[config.mk]
export PLATFORM = sky130hd
export DESIGN_NAME = wave_ctrl
export DESIGN_NICKNAME = d
export VERILOG_FILES = /design/src/rtl/wave_ctrl_pkg.sv /design/src/rtl/wave_ctrl_sync_edge.sv /design/src/rtl/wave_ctrl.sv
export SDC_FILE = /design/constraint.sdc
export NUM_CORES = 1
export LEC_CHECK = 0
export CORE_MARGIN = 2
export CORE_UTILIZATION = 35
export CTS_CLUSTER_DIAMETER = 120
export DETAILED_ROUTE_END_ITERATION = 10
export HOLD_SLACK_MARGIN = 0.03
export PLACE_DENSITY = 0.67
export RECOVER_POWER = 100
export SLEW_MARGIN = 20
export SYNTH_ARGS = -nofsm -noshare
export SYNTH_HDL_FRONTEND = slang
export SYNTH_SLANG_ARGS = --single-unit
[constraint.sdc]
create_clock -name clk -period 5.36 [get_ports clk]
set_clock_uncertainty 0.05 [all_clocks]
set_input_delay 1.072 -clock clk [delete_from_list [all_inputs] [get_ports clk]]
set_output_delay 1.072 -clock clk [all_outputs]
set_load 0.01 [all_outputs]
[src/rtl/wave_ctrl_pkg.sv]
// rtl/wave_ctrl_pkg.sv - shared types and constants for the waveform command sequencer
package wave_ctrl_pkg;

  typedef enum logic [1:0] {
    ST_RESET  = 2'd0,
    ST_RUN    = 2'd1,
    ST_PAUSED = 2'd2
  } wave_state_e;

  localparam logic [3:0] OP_SELECT  = 4'h0;
  localparam logic [3:0] OP_PAUSE   = 4'h1;
  localparam logic [3:0] OP_RESUME  = 4'h2;
  localparam logic [3:0] OP_RESTART = 4'h3;

  localparam int SEL_MSB = 7;
  localparam int SEL_LSB = 4;
  localparam int OP_MSB  = 3;
  localparam int OP_LSB  = 0;

  localparam int CNT_W = 4;

endpackage

[src/rtl/wave_ctrl_sync_edge.sv]
// rtl/wave_ctrl_sync_edge.sv - two-flop synchronizer with registered rising-edge pulse
module sync_edge (
  input  logic clk,
  input  logic rst_n,
  input  logic din,
  output logic rise,
  output logic pulse
);

  logic s1_q, s2_q, prev_q, pulse_q;
  logic s1_d, s2_d, prev_d, pulse_d;

  always_comb begin
    s1_d    = din;
    s2_d    = s1_q;
    prev_d  = s2_q;
    pulse_d = s2_q & ~prev_q;
  end

  always_ff @(posedge clk or negedge rst_n) begin
    if (!rst_n) begin
      s1_q    <= 1'b0;
      s2_q    <= 1'b0;
      prev_q  <= 1'b0;
      pulse_q <= 1'b0;
    end else begin
      s1_q    <= s1_d;
      s2_q    <= s2_d;
      prev_q  <= prev_d;
      pulse_q <= pulse_d;
    end
  end

  // rise leads pulse by one cycle so the command byte is latched before it is decoded
  assign rise  = s2_q & ~prev_q;
  assign pulse = pulse_q;

endmodule

[src/rtl/wave_ctrl.sv]
// rtl/wave_ctrl.sv - command sequencer driving selector, mem_rst and run_en
// Error counter is built only when WAVE_CTRL_ERRCNT_EN is defined.
module wave_ctrl
  import wave_ctrl_pkg::*;
#(
  parameter int NUM_WAVES  = 16,
  parameter int RST_CYCLES = 2
) (
  input  logic       clk,
  input  logic       rst,
  input  logic [7:0] cmd_byte,
  input  logic       cmd_strobe,
  output logic [3:0] selector,
  output logic       mem_rst,
  output logic       run_en,
  output logic       busy,
  output logic [7:0] err_cnt
);

  localparam logic [CNT_W-1:0] CNT_INIT = CNT_W'(RST_CYCLES - 1);
  localparam logic [4:0]       NW       = 5'(NUM_WAVES);

  logic cmd_rise, cmd_pulse;

  sync_edge u_sync_edge (
    .clk   (clk),
    .rst_n (rst),
    .din   (cmd_strobe),
    .rise  (cmd_rise),
    .pulse (cmd_pulse)
  );

  wave_state_e      state_q, state_d;
  logic [CNT_W-1:0] cnt_q, cnt_d;
  logic [3:0]       sel_q, sel_d;
  logic [7:0]       cmd_q, cmd_d;
  logic             pend_v_q, pend_v_d;
  logic [7:0]       pend_q, pend_d;
  logic             exec_v;
  logic [7:0]       exec_cmd;
  logic             err_inc;

  always_comb begin
    state_d  = state_q;
    cnt_d    = cnt_q;
    sel_d    = sel_q;
    pend_v_d = pend_v_q;
    pend_d   = pend_q;
    cmd_d    = cmd_rise ? cmd_byte : cmd_q;
    exec_v   = 1'b0;
    exec_cmd = cmd_q;
    err_inc  = 1'b0;

    if (state_q == ST_RESET) begin
      if (cmd_pulse) begin
        pend_v_d = 1'b1;
        pend_d   = cmd_q;
      end
      if (cnt_q == '0) state_d = ST_RUN;
      else             cnt_d   = cnt_q - 1'b1;
    end else if (pend_v_q) begin
      // a parked command runs first; a command arriving alongside it takes the slot
      exec_v   = 1'b1;
      exec_cmd = pend_q;
      pend_v_d = cmd_pulse;
      if (cmd_pulse) pend_d = cmd_q;
    end else begin
      exec_v = cmd_pulse;
    end

    if (exec_v) begin
      case (exec_cmd[OP_MSB:OP_LSB])
        OP_SELECT: begin
          if ({1'b0, exec_cmd[SEL_MSB:SEL_LSB]} < NW) begin
            sel_d   = exec_cmd[SEL_MSB:SEL_LSB];
            state_d = ST_RESET;
            cnt_d   = CNT_INIT;
          end else begin
            err_inc = 1'b1;
          end
        end
        OP_PAUSE:   state_d = ST_PAUSED;
        OP_RESUME:  state_d = ST_RUN;
        OP_RESTART: begin
          state_d = ST_RESET;
          cnt_d   = CNT_INIT;
        end
        default:    err_inc = 1'b1;
      endcase
    end
  end

  always_ff @(posedge clk or negedge rst) begin
    if (!rst) begin
      state_q  <= ST_RESET;
      cnt_q    <= CNT_INIT;
      sel_q    <= 4'h0;
      cmd_q    <= 8'h00;
      pend_v_q <= 1'b0;
      pend_q   <= 8'h00;
    end else begin
      state_q  <= state_d;
      cnt_q    <= cnt_d;
      sel_q    <= sel_d;
      cmd_q    <= cmd_d;
      pend_v_q <= pend_v_d;
      pend_q   <= pend_d;
    end
  end

  assign selector = sel_q;
  assign mem_rst  = (state_q == ST_RESET);
  assign busy     = (state_q == ST_RESET);
  assign run_en   = (state_q == ST_RUN);

`ifdef WAVE_CTRL_ERRCNT_EN
  logic [7:0] err_q, err_d;

  always_comb begin
    err_d = err_q;
    if (err_inc && (err_q != 8'hFF)) err_d = err_q + 8'd1;
  end

  always_ff @(posedge clk or negedge rst) begin
    if (!rst) err_q <= 8'h00;
    else      err_q <= err_d;
  end

  assign err_cnt = err_q;
`else
  logic unused_err_inc;
  assign unused_err_inc = err_inc;
  assign err_cnt        = 8'h00;
`endif

endmodule
==> results of run 1 <==
==> power by group <==
| part | total [W] | leakage (nW) | internal (W) | switching [W] |
|---|---|---|---|---|
| Combinational | 0.000234 | 0.318 | 0.000134 | 0.0000997 |
| Clock | 0.000176 | 0.0412 | 0.0000905 | 0.0000854 |
| Sequential | 0.000368 | 0.374 | 0.000311 | 0.0000573 |
==> sequential cells by signal, indices dropped and copies added (netlist names) <==
name,flops
cmd_q,8
pend_q,8
cnt_q,4
selector,4
state_q,2
pend_v_q,1
u_sync_edge.prev_d,1
u_sync_edge.prev_q,1
u_sync_edge.pulse,1
u_sync_edge.s1_q,1
==> per-layer routing <==
metal	vias to the layer above	wire length, um
met3	8	107
met2	24	1223
met5	-	0
li1	427	-
met4	0	54
met1	450	1023
==> worst paths after layout <==
path / endpoint / depth (start not counted)
worst min register to register: u_sync_edge.prev_d$_DFF_PN0_ / 0
worst max-delay path: mem_rst / 2
worst max register to register: pend_q[6]$_DFFE_PN0P_ / 3
max in group asynchronous: state_q[0]$_DFF_PN0_ / 2
min in group asynchronous: pend_q[6]$_DFFE_PN0P_ / 2
worst min-delay path: u_sync_edge.prev_d$_DFF_PN0_ / 0
==> Yosys cell counts <==
cell | instances | share of area
mux2_2 | 23 | 0.18
nor3_1 | 2 | 0.0070
xnor2_1 | 3 | 0.018
nand3_1 | 2 | 0.0070
nand4b_1 | 1 | 0.0061
nand2_1 | 7 | 0.018
nor2_1 | 8 | 0.021
ha_1 | 1 | 0.0088
o21a_1 | 1 | 0.0053
a311oi_1 | 2 | 0.012
o21ba_2 | 1 | 0.0070
o31ai_4 | 1 | 0.015
nor2b_1 | 1 | 0.0044
buf_2 | 1 | 0.0035
and2b_2 | 1 | 0.0061
dfrtp_1 | 30 | 0.53
a32oi_1 | 1 | 0.0061
dfstp_2 | 1 | 0.018
mux2i_1 | 2 | 0.014
o21ai_2 | 1 | 0.0061
conb_1 | 1 | 0.0026
nor3b_1 | 3 | 0.016
inv_1 | 5 | 0.013
o21ai_0 | 4 | 0.014
buf_4 | 9 | 0.047
a21oi_1 | 4 | 0.014
==> through the flow <==
| stage | worst slack (ns) | cells | power (W) | util |
|---|---|---|---|---|
| after floorplan | 3.228 | 123 | 0.0005335 | - |
| after global placement | 2.881 | 181 | 0.0006096 | 0.4080 |
| after detailed placement | 2.807 | 181 | 0.0006273 | 0.4080 |
| after CTS | 2.493 | 189 | 0.0008064 | 0.4294 |
| after global routing | 2.261 | 189 | 0.0008386 | 0.4241 |
| final | 2.529 | 189 | 0.0007779 | 0.4241 |
==> kinds of logic after synthesis <==
| kind of cell | after synthesis | share of synthesized area |
|---|---|---|
| and+or+nand+nor | 25 | 0.08597 |
| AOI/OAI and AO/OA | 15 | 0.07983 |
| adders and majority gates | 1 | 0.008771 |
| buffers and inverters | 15 | 0.06403 |
| xor gates and xnor gates | 3 | 0.01842 |
| DFF | 31 | 0.5447 |
| other | 1 | 0.002629 |
| muxes | 25 | 0.1956 |
==> area by class of cell <==
| class | count | area (sq um) |
|---|---|---|
| fill | 380 | 2287 |
| clock buffer | 6 | 72.57 |
| inverter | 5 | 18.77 |
| multi-input combinational | 77 | 566.8 |
| timing repair buffer | 18 | 173.9 |
| clock inverter | 2 | 12.51 |
| sequential | 31 | 777.0 |
| tap | 50 | 62.56 |
==> worst max-delay path: stages, from the launching register on <==
cell,delay (ns)
dfrtp_1,0.43
nor2_1,0.34
dlygate4sd3_1,0.66
==> qor.csv, run 1 <==
stage,metric,value,unit
timing,setup tns final,0,ns
pwr,static leakage,0.7341,nW
run,Max-Cap Viols,1,
timing,"Hold Vio Cnt, Final",0,
critical_path,Critical Path End Type,output port,
routing,DR DRC count,0,
clocking,# clock sinks,31,
critical_path,crit path from,state_q[1]$_DFF_PN0_,
status,failing checks,"capacitance limit, slew limit",
clocking,# hold bufs at CTS,0,
clocking,Setup Buffers After CTS,0,
global_route,GRT met1 Usage,0.1462,
global_route,vias in the first global route,922,
critical_path,reg2reg start,state_q[1]$_DFF_PN0_,
global_route,GR peak layer,met2,
global_route,initial antenna violation count,0,
clocking,PostCTS Resize Cnt,0,
routing,Pre-antenna DRT Iters,4,
layout,design area,0.001684,sq mm
layout,Post-layout nets,150,
critical_path,r2r setup slk,3.10,ns
place,Buffers on Ports,17,
yosys,synthesized flop and latch total,31,
yosys,YS warnings,0,
clocking,CTS HTree Levels,2,
yosys,Unique masters post-synth,26,
clocking,Inserted Clock Buffers,5,
critical_path,WP data arrival,1.71,ns
yosys,syn_area_per_cell,12.30,sq um
clocking,worst skew pair latency,0.28,ns
timing,Worst-Margin Slew,1.596,ns
layout,most frequent cells in the layout,"dfrtp_1 (30), mux2_2 (23), dlygate4sd3_1 (10)",
min_path,Worst Hold Launch,u_sync_edge.s1_q$_DFF_PN0_,
place,GPL Wtd Cong,0.7497,
clocking,CTS tree,built,
min_path,Min-Delay Path Class,reg2reg,
timing,RSZ-0062 raised after global routing,false,
critical_path,Setup CP Type,reg2out,
timing,Max Clk Rate,0.3532,GHz
critical_path,Critical Path RT,4.24,ns
place,dpl cell area,0.001620,sq mm
yosys,synthesized cell area,0.001426,sq mm
layout,share of cells above drive strength 1,0.2230,
floorplanning,io pins,26,
place,HPWL Detailed,1.768,mm
timing,post-layout min period,2.831,ns
global_route,met3 Resource Use GR,0.04605,
timing,Max transition margin,-0.06418,
global_route,largest net degree at the start of global routing,32,
timing,setup violators final,0,
global_route,first-pass GRT wire length,4.188,mm
routing,routed wire length per instance,12.74,um
floorplanning,chip width,67.84,um
global_route,GRT Util Overall,0.1292,
critical_path,CP startpoint kind,flop,
floorplanning,initial core utilization,0.3592,
floorplanning,die footprint,0.004602,sq mm
clocking,Max clock buf depth,2,
yosys,sequential area share after synthesis,0.5447,
layout,Synth-to-Final Area Change,18.07,%
routing,post-route ant nets,0,
global_route,gr ovfl total,0,
timing,final hold slack,0.2996,ns
critical_path,Crit Path Max Fanout,7,
routing,DR vias,909,
floorplanning,# rows,23,
floorplanning,core area,0.003971,sq mm
pwr,maximum vdd drop,191.7,uV
floorplanning,die span in y,67.84,um
layout,Antenna Cells,0,
global_route,M2 GR Usage,0.2145,
routing,Vias/cell,4.810,
routing,WL final,2.407,mm
timing,Final Max Tran Viols,32,
status,outcome,"finished, violations left",
clocking,clock slew at reported path FFs,0.06,ns
pwr,PD cells,461.9,mW/mm^2
routing,Iter 0 DRT Violations,18,
layout,"most common cell after layout, fill and taps aside",dfrtp_1,
yosys,Mapped Cells,116,
clocking,CTS root buffer,clkbuf_8,
timing,final worst-path cycle share,0.5283,
Power figures use the tool's default switching activity.
==> run 2, diff against run 1 <==
==> constraint.sdc (replaced) <==
create_clock -name clk -period 2.8 [get_ports clk]
set_clock_uncertainty 0.05 [all_clocks]
set_input_delay 0.56 -clock clk [delete_from_list [all_inputs] [get_ports clk]]
set_output_delay 0.56 -clock clk [all_outputs]
set_load 0.01 [all_outputs]
==> qor.csv, run 2 (synthesis results as in run 1) <==
stage,metric,value,unit,change
status,outcome,completed,,"was finished, violations left"
critical_path,Critical Path RT,2.19,ns,was 4.24 ns
floorplanning,chip width,67.84,um,unchanged
layout,Antenna Cells,0,,unchanged
global_route,gr ovfl total,0,,unchanged
timing,setup tns final,0,ns,unchanged
routing,Vias/cell,4.824,,was 4.810
pwr,maximum vdd drop,340.7,uV,was 191.7 uV
floorplanning,io pins,26,,unchanged
global_route,first-pass GRT wire length,4.298,mm,was 4.188 mm
timing,post-layout min period,2.331,ns,
place,dpl cells,181,,unchanged
layout,Fill cells,363,,was 380
routing,DR DRC count,0,,unchanged
place,HPWL Detailed,1.786,mm,was 1.768 mm
clocking,CTS HTree Levels,2,,unchanged
floorplanning,# rows,23,,unchanged
floorplanning,core area,0.003971,sq mm,unchanged
timing,final worst-path cycle share,0.8325,,
timing,Final Max Tran Viols,0,,was 32
global_route,vias in the first global route,944,,was 922
critical_path,r2r setup slk,0.59,ns,was 3.10 ns
critical_path,Setup CP Type,reg2out,,unchanged
global_route,GRT Util Overall,0.1335,,was 0.1292
global_route,largest net degree at the start of global routing,18,,was 32
place,GPL Wtd Cong,0.7438,,was 0.7497
critical_path,R2R depth,3,,unchanged
layout,Post-layout nets,150,,unchanged
clocking,worst skew pair latency,0.28,ns,about the same
layout,register area,777.0,sq um,unchanged
critical_path,crit path from,state_q[1]$_DFF_PN0_,,unchanged
timing,Worst-Margin Slew,1.306,ns,was 1.596 ns
routing,DR vias,907,,was 909
critical_path,family with the most delay on the worst path,buffers and inverters,,unchanged
clocking,Inserted Clock Buffers,5,,unchanged
critical_path,cells along the critical path,nor2_1 > dlygate4sd3_1,,unchanged
run,Max-Cap Viols,0,,was 1
clocking,CTS tree,built,,unchanged
layout,top flop regs,"cmd_q x8, pend_q x8",,unchanged
place,Buffers on Ports,17,,unchanged
routing,Iter 0 DRT Violations,41,,was 18
routing,routed wire length per instance,13.11,um,was 12.74 um
clocking,# hold bufs at CTS,0,,unchanged
timing,Max transition margin,0.1202,,was -0.06418
critical_path,Critical Path End Type,output port,,unchanged
min_path,Min-Delay Path Class,reg2reg,,unchanged
layout,Synth-to-Final Area Change,18.25,%,was 18.07%
layout,Post-Layout Cell Count,188,,was 189
clocking,PostCTS Resize Cnt,0,,unchanged
routing,Pre-antenna DRT Iters,3,,was 4
routing,post-route ant nets,0,,unchanged
critical_path,crit path to,mem_rst,,unchanged
clocking,Max clock buf depth,2,,unchanged
floorplanning,die footprint,0.004602,sq mm,unchanged
clocking,clock slew at reported path FFs,0.06,ns,about the same
critical_path,Reg2Reg Capture Point,pend_q[7]$_DFFE_PN0P_,,was pend_q[6]$_DFFE_PN0P_
layout,"most common cell after layout, fill and taps aside",dfrtp_1,,unchanged
layout,multi-input logic area,566.8,sq um,unchanged
critical_path,Crit Path Max Fanout,7,,unchanged
timing,"Hold Vio Cnt, Final",0,,unchanged
layout,most frequent cells in the layout,"dfrtp_1 (30), mux2_2 (23), dlygate4sd3_1 (9)",,"was dfrtp_1 (30), mux2_2 (23), dlygate4sd3_1 (10)"
critical_path,reg2reg start,state_q[1]$_DFF_PN0_,,unchanged
critical_path,critical path depth,2,,unchanged
global_route,initial antenna violation count,0,,unchanged
pwr,PD cells,896.8,mW/mm^2,was 461.9 mW/mm^2
clocking,# clock sinks,31,,unchanged
critical_path,Buffers & Inverters on Critical Path,1,,unchanged
layout,share of cells above drive strength 1,0.2319,,was 0.2230
clocking,CTS root buffer,clkbuf_8,,unchanged
timing,final hold slack,0.2990,ns,was 0.2996 ns
floorplanning,die span in y,67.84,um,unchanged
routing,WL final,2.464,mm,was 2.407 mm
pwr,final total power,0.001513,W,was 0.0007779 W
critical_path,Worst path max stage delay,0.66,ns,about the same
pwr,static leakage,0.7377,nW,was 0.7341 nW
critical_path,WP data arrival,1.72,ns,was 1.71 ns
timing,setup violators final,0,,unchanged
critical_path,slowest CP cell,dlygate4sd3_1,,unchanged
clocking,Setup Buffers After CTS,0,,unchanged
timing,RSZ-0062 raised after global routing,false,,unchanged
floorplanning,initial core utilization,0.3592,,unchanged
timing,Max Clk Rate,0.4290,GHz,
critical_path,CP startpoint kind,flop,,unchanged
run 2: cell types whose count changed in the layout (fill, tap and decap cells not counted), sizes merged:
| cell | delta |
|---|---|
| clkdlybuf4s50 | +1 |
| clkinvlp | -1 |
| dlygate4sd3 | -1 |
run 2: worst register-to-register path, delay by kind of cell (launching register included):
family           cells  cell delay (ns)
AO/OA/AOI/OAI        1             1.02
multiplexers         1             0.43
AND/OR/NAND/NOR      1             0.15
flip-flops           1             0.44
run 2: cell type report:
type	instances	share of cell area
clock inverter	1	0.002967
clock buffer	6	0.04896
tap	50	0.03709
sequential	31	0.4607
timing repair buffer	18	0.1031
inverter	5	0.01113
multi-input combinational	77	0.3361
run 2: worst min-delay path by stage:
stage               depth (start not counted)                      endpoint                       start
finish                                      0  u_sync_edge.prev_d$_DFF_PN0_  u_sync_edge.s1_q$_DFF_PN0_
global route                                0  u_sync_edge.prev_d$_DFF_PN0_  u_sync_edge.s1_q$_DFF_PN0_
CTS                                         0  u_sync_edge.prev_d$_DFF_PN0_  u_sync_edge.s1_q$_DFF_PN0_
detailed placement                          0  u_sync_edge.prev_d$_DFF_PN0_  u_sync_edge.s1_q$_DFF_PN0_
global placement                            0  u_sync_edge.prev_d$_DFF_PN0_  u_sync_edge.s1_q$_DFF_PN0_
floorplan                                   0          cmd_q[0]$_DFFE_PN0P_                         rst
run 2: layer usage:
metal / wire, um / up-vias / share of wire / global-route usage
met5: 0 / - / 0 / 0
met4: 46 / 0 / 0.019 / 0.07500
met3: 128 / 6 / 0.052 / 0.05428
met2: 1229 / 24 / 0.50 / 0.2169
met1: 1060 / 446 / 0.43 / 0.1483
li1: - / 431 / - / -
run 2: report_power, final:
part	total (W)	leakage, nW	switching, W	internal [W]
logic	0.000454	0.316	0.000195	0.000259
clock network	0.000354	0.0470	0.000161	0.000192
registers	0.000704	0.374	0.000110	0.000595
total	0.00151	0.738	0.000466	0.00105
run 2: metrics by stage:
step	utilization	worst slack, ns	instance area (sq um)
6_report	0.4247	0.4689	1687
5_1_grt	0.4247	0.3624	1687
4_1_cts	0.4301	0.4334	1708
3_5_place_dp	0.4080	0.7481	1620
3_3_place_gp	0.4080	0.8373	1620
2_1_floorplan	-	1.089	1453
